File: src/rtl/digit_field_renderer_if.sv
// Load-side port bundle of digit_field_renderer: value handshake plus status.
// A transfer happens on a rising clk edge where value_valid && value_ready; value_in and
// blank_leading are sampled on that edge only, and value_valid is ignored while value_ready is low.
interface digit_field_renderer_if #(
   parameter int VALUE_W = 14
);
   logic [VALUE_W-1:0] value_in;
   logic               value_valid;
   logic               value_ready;
   logic               blank_leading;
   logic               busy;

   modport master (
      output value_in, value_valid, blank_leading,
      input  value_ready, busy
   );

   modport slave (
      input  value_in, value_valid, blank_leading,
      output value_ready, busy
   );
endinterface

File: src/rtl/digit_field_renderer.sv
// Right-aligned decimal field overlay: sequential double-dabble conversion committed in one
// cycle to the digit registers, plus a 2-stage pixel lookup into a seven-segment 16x32 font.
module digit_field_renderer #(
   parameter int X0          = 0,
   parameter int Y0          = 0,
   parameter int NUM_DIGITS  = 4,
   parameter int VALUE_W     = 14,
   parameter int SCALE_SHIFT = 0
) (
   input  logic                   clk,
   input  logic                   reset,
   input  logic [9:0]             x,
   input  logic [9:0]             y,
   digit_field_renderer_if.slave  bus,
   output logic                   on_pixel
);
   localparam int GW    = 16 << SCALE_SHIFT;
   localparam int GH    = 32 << SCALE_SHIFT;
   localparam int FW    = NUM_DIGITS * GW;
   localparam int BW    = 4 * NUM_DIGITS;
   localparam int CW    = $clog2(VALUE_W + 1);
   localparam int LIMIT = 10 ** NUM_DIGITS;

   typedef enum logic [1:0] {S_IDLE, S_SHIFT, S_COMMIT} state_e;

   state_e                         state_q, state_d;
   logic [CW-1:0]                  cnt_q, cnt_d;
   logic [VALUE_W-1:0]             bin_q, bin_d;
   logic [BW-1:0]                  bcd_q, bcd_d;
   logic                           blank_q, blank_d;
   logic                           ovf_q, ovf_d;
   logic [NUM_DIGITS-1:0][3:0]     digits_q, digits_d;

   logic                           s1_in_q, s1_in_d;
   logic [2:0]                     s1_idx_q, s1_idx_d;
   logic [3:0]                     s1_col_q, s1_col_d;
   logic [4:0]                     s1_row_q, s1_row_d;
   logic                           on_q, on_d;

   // Seven-segment glyphs; code 10 is a dash, anything else above 9 is blank.
   function automatic logic [15:0] glyph_row(input logic [3:0] code, input logic [4:0] row);
      logic [6:0]  seg;
      logic [15:0] w;
      logic        top, upper, lower, bot, mid;
      case (code)
         4'd0:    seg = 7'b1111110;
         4'd1:    seg = 7'b0110000;
         4'd2:    seg = 7'b1101101;
         4'd3:    seg = 7'b1111001;
         4'd4:    seg = 7'b0110011;
         4'd5:    seg = 7'b1011011;
         4'd6:    seg = 7'b1011111;
         4'd7:    seg = 7'b1110000;
         4'd8:    seg = 7'b1111111;
         4'd9:    seg = 7'b1111011;
         default: seg = 7'b0000000;
      endcase
      top   = (row >= 5'd2)  && (row <= 5'd4);
      upper = (row >= 5'd2)  && (row <= 5'd16);
      lower = (row >= 5'd15) && (row <= 5'd29);
      bot   = (row >= 5'd27) && (row <= 5'd29);
      mid   = (row >= 5'd15) && (row <= 5'd16);
      w = 16'h0000;
      if (seg[6] && top)   w = w | 16'h1FF8;
      if (seg[5] && upper) w = w | 16'h001C;
      if (seg[4] && lower) w = w | 16'h001C;
      if (seg[3] && bot)   w = w | 16'h1FF8;
      if (seg[2] && lower) w = w | 16'h3800;
      if (seg[1] && upper) w = w | 16'h3800;
      if (seg[0] && mid)   w = w | 16'h1FF8;
      if (code == 4'd10 && mid) w = 16'h7FFE;
      return w;
   endfunction

   always_ff @(posedge clk) begin
      if (reset) state_q <= S_IDLE;
      else       state_q <= state_d;
   end

   always_comb begin
      state_d = state_q;
      case (state_q)
         S_IDLE:   if (bus.value_valid) state_d = S_SHIFT;
         S_SHIFT:  if (cnt_q == '0) state_d = S_COMMIT;
         S_COMMIT: state_d = S_IDLE;
         default:  state_d = S_IDLE;
      endcase
   end

   always_comb begin
      bus.value_ready = (state_q == S_IDLE);
      bus.busy        = (state_q != S_IDLE);
   end

   always_comb begin
      logic [BW-1:0]         adj;
      logic [BW+VALUE_W-1:0] sh;
      logic [3:0]            nib;
      logic                  leading;
      cnt_d    = cnt_q;
      bin_d    = bin_q;
      bcd_d    = bcd_q;
      blank_d  = blank_q;
      ovf_d    = ovf_q;
      digits_d = digits_q;
      adj      = bcd_q;
      sh       = '0;
      nib      = 4'd0;
      leading  = 1'b0;
      case (state_q)
         S_IDLE: begin
            if (bus.value_valid) begin
               bin_d   = bus.value_in;
               bcd_d   = '0;
               blank_d = bus.blank_leading;
               ovf_d   = (32'(bus.value_in) >= 32'(LIMIT));
               cnt_d   = CW'(VALUE_W - 1);
            end
         end
         S_SHIFT: begin
            for (int i = 0; i < NUM_DIGITS; i++) begin
               nib = bcd_q[4*i +: 4];
               adj[4*i +: 4] = (nib >= 4'd5) ? nib + 4'd3 : nib;
            end
            // Digits above NUM_DIGITS fall off the top; only the overflow case needs them.
            sh = {adj, bin_q} << 1;
            {bcd_d, bin_d} = sh;
            cnt_d = cnt_q - 1'b1;
         end
         S_COMMIT: begin
            leading = blank_q;
            for (int i = 0; i < NUM_DIGITS; i++) begin
               nib = bcd_q[4*(NUM_DIGITS-1-i) +: 4];
               if (ovf_q) begin
                  digits_d[i] = 4'd10;
               end else if (leading && nib == 4'd0 && i != NUM_DIGITS - 1) begin
                  digits_d[i] = 4'd11;
               end else begin
                  digits_d[i] = nib;
                  leading     = 1'b0;
               end
            end
         end
         default: ;
      endcase
   end

   always_ff @(posedge clk) begin
      if (reset) begin
         cnt_q    <= '0;
         bin_q    <= '0;
         bcd_q    <= '0;
         blank_q  <= 1'b0;
         ovf_q    <= 1'b0;
         digits_q <= {NUM_DIGITS{4'd11}};
      end else begin
         cnt_q    <= cnt_d;
         bin_q    <= bin_d;
         bcd_q    <= bcd_d;
         blank_q  <= blank_d;
         ovf_q    <= ovf_d;
         digits_q <= digits_d;
      end
   end

   // 11-bit local coordinates: positions left of/above the field wrap to large values and fail the bound.
   always_comb begin
      logic [10:0] lx, ly;
      lx       = {1'b0, x} - 11'(X0);
      ly       = {1'b0, y} - 11'(Y0);
      s1_in_d  = (lx < 11'(FW)) && (ly < 11'(GH));
      s1_idx_d = 3'(lx >> (4 + SCALE_SHIFT));
      s1_col_d = lx[SCALE_SHIFT +: 4];
      s1_row_d = ly[SCALE_SHIFT +: 5];
   end

   always_comb begin
      logic [3:0]  code;
      logic [15:0] row_word;
      code = 4'd11;
      for (int i = 0; i < NUM_DIGITS; i++) begin
         if (s1_idx_q == 3'(i)) code = digits_q[i];
      end
      row_word = glyph_row(code, s1_row_q);
      on_d     = s1_in_q && row_word[4'd15 - s1_col_q];
   end

   always_ff @(posedge clk) begin
      if (reset) begin
         s1_in_q  <= 1'b0;
         s1_idx_q <= 3'd0;
         s1_col_q <= 4'd0;
         s1_row_q <= 5'd0;
         on_q     <= 1'b0;
      end else begin
         s1_in_q  <= s1_in_d;
         s1_idx_q <= s1_idx_d;
         s1_col_q <= s1_col_d;
         s1_row_q <= s1_row_d;
         on_q     <= on_d;
      end
   end

   assign on_pixel = on_q;
endmodule

File: src/flat_wrapper.sv
// flat-port wrapper written by rule: the top's interface ports become plain ports
module digit_field_renderer_flat 
#(
   parameter int X0          = 0,
   parameter int Y0          = 0,
   parameter int NUM_DIGITS  = 4,
   parameter int VALUE_W     = 14,
   parameter int SCALE_SHIFT = 0
)
  (clk, reset, x, y, on_pixel, bus_value_in, bus_value_valid, bus_blank_leading, bus_value_ready, bus_busy);
  digit_field_renderer_if #(.VALUE_W(VALUE_W)) bus_i ();
  input  logic clk;
  input  logic reset;
  input  logic [9:0] x;
  input  logic [9:0] y;
  output logic on_pixel;
  input wire logic [$bits(bus_i.value_in)-1:0] bus_value_in;
  input wire logic [$bits(bus_i.value_valid)-1:0] bus_value_valid;
  input wire logic [$bits(bus_i.blank_leading)-1:0] bus_blank_leading;
  output wire logic [$bits(bus_i.value_ready)-1:0] bus_value_ready;
  output wire logic [$bits(bus_i.busy)-1:0] bus_busy;
  assign bus_i.value_in = bus_value_in;
  assign bus_i.value_valid = bus_value_valid;
  assign bus_i.blank_leading = bus_blank_leading;
  assign bus_value_ready = bus_i.value_ready;
  assign bus_busy = bus_i.busy;
  digit_field_renderer #(.X0(X0), .Y0(Y0), .NUM_DIGITS(NUM_DIGITS), .VALUE_W(VALUE_W), .SCALE_SHIFT(SCALE_SHIFT)) u_core (.clk(clk), .reset(reset), .x(x), .y(y), .bus(bus_i), .on_pixel(on_pixel));
endmodule
File: config.mk
export PLATFORM = sky130hd
export DESIGN_NAME = digit_field_renderer_flat
export DESIGN_NICKNAME = d
export VERILOG_FILES = /design/src/rtl/digit_field_renderer_if.sv /design/src/rtl/digit_field_renderer.sv /design/src/flat_wrapper.sv
export SDC_FILE = /design/constraint.sdc
export NUM_CORES = 1
export LEC_CHECK = 0
export BUFFER_PORTS_ARGS = -buffer_cell sky130_fd_sc_hd__buf_4
export CAP_MARGIN = 30
export CORE_AREA = 4 4 100 102
export CTS_CLUSTER_SIZE = 24
export DETAILED_ROUTE_END_ITERATION = 10
export DIE_AREA = 0 0 104 106
export GPL_ROUTABILITY_DRIVEN = 0
export PLACE_DENSITY = 0.58
export REMOVE_ABC_BUFFERS = 1
export SLEW_MARGIN = 25
export SYNTH_ARGS = -nofsm -noshare
export SYNTH_HDL_FRONTEND = slang
export SYNTH_SLANG_ARGS = --single-unit
File: constraint.sdc
create_clock -name clk -period 2.8 [get_ports clk]
set_input_delay 0.14 -clock clk [delete_from_list [all_inputs] [get_ports clk]]
set_output_delay 0.14 -clock clk [all_outputs]
set_load 0.02 [all_outputs]
==> run_results.csv <==
group,metric,value,unit
status,run_status,"completed",
timing,grt_setup_unrepaired,"no",
drt,drt-pass1-iter-count,4,
setup_path,reg_to_reg_startpoint,"u_core.s1_idx_q[0]",
synth,synth_cell_type_count,52,
floorplanning,initial_core_util,0.383,
timing,finalHoldViolations,0,
hold_path,worstHoldPathType,"in -> reg",
drt,detail_route.drc_violations,0,
drt,wirelength,8170,um
cells_and_area,antenna-diode-count,0,
pwr,power.ir.vdd_worst,0.255,mV
timing,setup_viol_count_final,0,
timing,worstMarginPinSlew,674,ps
synth,synthCells,425,
global_routing,initial_antenna_violation_count,0,
hold_path,hold_path_startpoint,"x[0]",
global_routing,total_grt_usage,0.154,
pwr,powerDensity,528,mW/mm^2
setup_path,arrival,2820,ps
synth,yosys_warnings,0,
global_routing,grt_pass1_vias,3005,
clock_tree,clkLatencyLatePin,350,ps
setup_path,critPathLaunch,"u_core.s1_idx_q[0]",
global_routing,largest_net_degree_at_the_start_of_global_routing,45,
timing,fin_hold_ws,18.2,ps
drt,vias_per_cell,5.38,
timing,slew-limit-headroom,0.550,
drt,drt-wirelength-per-cell,14.0,um
timing,fin_worst_skew,11.3,ps
cells_and_area,flow.area_growth_from_synthesis,20.0,%
clock_tree,cts_buffer_depth,2,
floorplanning,core_area,0.00911,mm^2
global_routing,grt_first_pass_wirelength,14100,um
synth,yosys_register_bits,68,
timing,period_needed,2590,ps
clock_tree,clk_pin_slew_worst_paths,80,ps
timing,maximum_operating_frequency,386,MHz
synth,synth_area_per_cell,8.20,um^2
clock_tree,cts-htree-levels,3,
cells_and_area,final_nets,521,
job,count_of_max_cap_constraint_violations,0,
synth,synth_ff_type,"sky130_fd_sc_hd__dfxtp_1",
drt,postRouteAntennaNets,0,
pwr,total_leakage_power,0.00158,uW
global_routing,grt_remaining_overflow,0,
placed_design,hpwlAfterDp,5630,um
clock_tree,clockRootBuffer,"sky130_fd_sc_hd__clkbuf_8",
cells_and_area,stdcell_area,0.00418,mm^2
synth,syn_std_cell_area,0.00349,mm^2
timing,final_report_max_slew_violation_count,0,
drt,drtIter0Drc,137,
floorplanning,number_of_placement_rows,35,
synth,synth-edff-count,0,
placed_design,place.port_buffers,40,
synth,portion_of_the_post_synthesis_area_used_by_sequential_elements,0.391,
clock_tree,clock_sinks,68,
cells_and_area,final_layout_size_suffix_gt1_frac,0.169,
setup_path,setup.worst_path.class,"reg -> reg",
floorplanning,die_h,106,um
setup_path,critical_path.startpoint_type,"flip-flop",
setup_path,crit_fanout,4,
timing,final.period_utilization,0.926,
synth,ys_async_sr_fraction,0,
setup_path,crit_required,3030,ps
drt,vias,3135,
placed_design,placement.cell_area,0.00388,mm^2
timing,setup_total_neg_slack,0,ps
clock_tree,cts_tree,"built",
floorplanning,die_area,0.0110,mm^2
floorplanning,io_pins,41,
setup_path,type_of_destination_of_the_critical_path,"flip-flop",
floorplanning,chip_width,104,um
clock_tree,numCtsBuffers,9,
## flip-flops by register name (all words and copies together) (netlist names)
name and cells:
u_core.on_pixel 1, u_core.cnt_q 4, u_core.bcd_q 16, u_core.s1_idx_q 3
u_core.blank_q 1, u_core.state_q 2, u_core.ovf_q 1, u_core.bin_q 14
u_core.s1_row_q 5, u_core.digits_q 16, u_core.s1_in_q 1, u_core.s1_col_q 4
## final cells by class
type,count,area [um^2]
fill,943,4930
inverter,16,61.3
sequential,68,1360
tap,111,139
timing repair buffer,55,430
clock inverter,5,60.1
multi-input combinational,317,1980
clock buffer,11,151
## layer usage
metal	track usage	share of wire	vias up
li1	-	-	1589
met1	0.194	0.47	1466
met2	0.253	0.47	69
met3	0.0401	0.046	11
met4	0.0598	0.017	0
met5	0	0	-
## worst paths after layout
| kind | to | slack [ps] | depth (start not counted) |
|---|---|---|---|
| worst max register to register | u_core.on_pixel | 210 | 9 |
| worst min-delay path | u_core.s1_col_q[0] | 20 | 2 |
| worst max-delay path | u_core.on_pixel | 210 | 9 |
| worst min register to register | u_core.bcd_q[0] | 450 | 2 |
## cells by family (layout without fill, tap and decap cells)
| kind of cell | after synthesis | count (layout) | synth area share |
|---|---|---|---|
| compound gates | 120 | 120 | 0.214 |
| xor+xnor | 8 | 8 | 0.0201 |
| fa+ha+maj | 16 | 16 | 0.0574 |
| buf+inv | 40 | 87 | 0.0456 |
| flops | 68 | 68 | 0.391 |
| mux | 8 | 8 | 0.0384 |
| simple gates | 165 | 165 | 0.234 |
## cells in the final DEF (no fill, tap or decap), drive strengths merged, types with 15 or more instances in the layout
| cell | count |
|---|---|
| o21ai | 25 |
| inv | 15 |
| nand3 | 19 |
| ha | 16 |
| nor2 | 28 |
| a21oi | 47 |
| nor2b | 15 |
| dfxtp | 68 |
| buf | 48 |
| nand2 | 52 |
## critical path: stages, from the launching register on
cell and delay [ps]:
sky130_fd_sc_hd__dfxtp_1 390, sky130_fd_sc_hd__mux4_2 530, sky130_fd_sc_hd__or2_2 320, sky130_fd_sc_hd__inv_1 140
sky130_fd_sc_hd__ha_1 170, sky130_fd_sc_hd__a21boi_0 180, sky130_fd_sc_hd__o22a_1 180, sky130_fd_sc_hd__o21ai_0 90
sky130_fd_sc_hd__a311oi_1 360, sky130_fd_sc_hd__a211oi_2 110
## cells in the mapped netlist (3+ instances only)
library cell	n	area share
sky130_fd_sc_hd__a22oi_1	14	0.030
sky130_fd_sc_hd__nor4_1	5	0.0090
sky130_fd_sc_hd__nand3_1	19	0.027
sky130_fd_sc_hd__or4_1	3	0.0065
sky130_fd_sc_hd__inv_1	15	0.016
sky130_fd_sc_hd__nand4_1	3	0.0054
sky130_fd_sc_hd__o21ai_0	25	0.036
sky130_fd_sc_hd__dfxtp_1	68	0.39
sky130_fd_sc_hd__a31oi_1	5	0.0090
sky130_fd_sc_hd__nand2_1	52	0.056
sky130_fd_sc_hd__nand3b_1	6	0.013
sky130_fd_sc_hd__xnor2_1	5	0.013
sky130_fd_sc_hd__nor2_1	28	0.030
sky130_fd_sc_hd__o21a_1	4	0.0086
sky130_fd_sc_hd__ha_1	16	0.057
sky130_fd_sc_hd__xor2_1	3	0.0075
sky130_fd_sc_hd__nand2b_1	11	0.020
sky130_fd_sc_hd__a21oi_1	47	0.067
sky130_fd_sc_hd__mux4_2	3	0.019
sky130_fd_sc_hd__clkbuf_1	23	0.025
sky130_fd_sc_hd__nor2b_1	15	0.027
sky130_fd_sc_hd__nor3_1	13	0.019
sky130_fd_sc_hd__mux2i_1	4	0.011
## power breakdown
part / internal, uW / switching (uW) / total (uW)
combinational: 137 / 170 / 307
clock: 461 / 385 / 847
sequential: 1010 / 40.2 / 1050
total: 1610 / 595 / 2210
## metrics by stage
stage	worst slack (ps)	power, uW	utilization	std cells
final	206	2210	0.459	583
after global routing	66.3	2320	0.459	583
after CTS	57.7	2240	0.457	582
after detailed placement	74.6	1370	0.426	559
after global placement	134	1370	0.426	559
after floorplan	171	1240	-	401
## what timing repair did
action	in CTS	in global routing
hold buffers	7	0
buffers inserted	0	1
hold endpoints to repair	7	0
endpoints found under the setup margin	0	1
resized for setup	0	3
(Power assumes the default switching activity.)
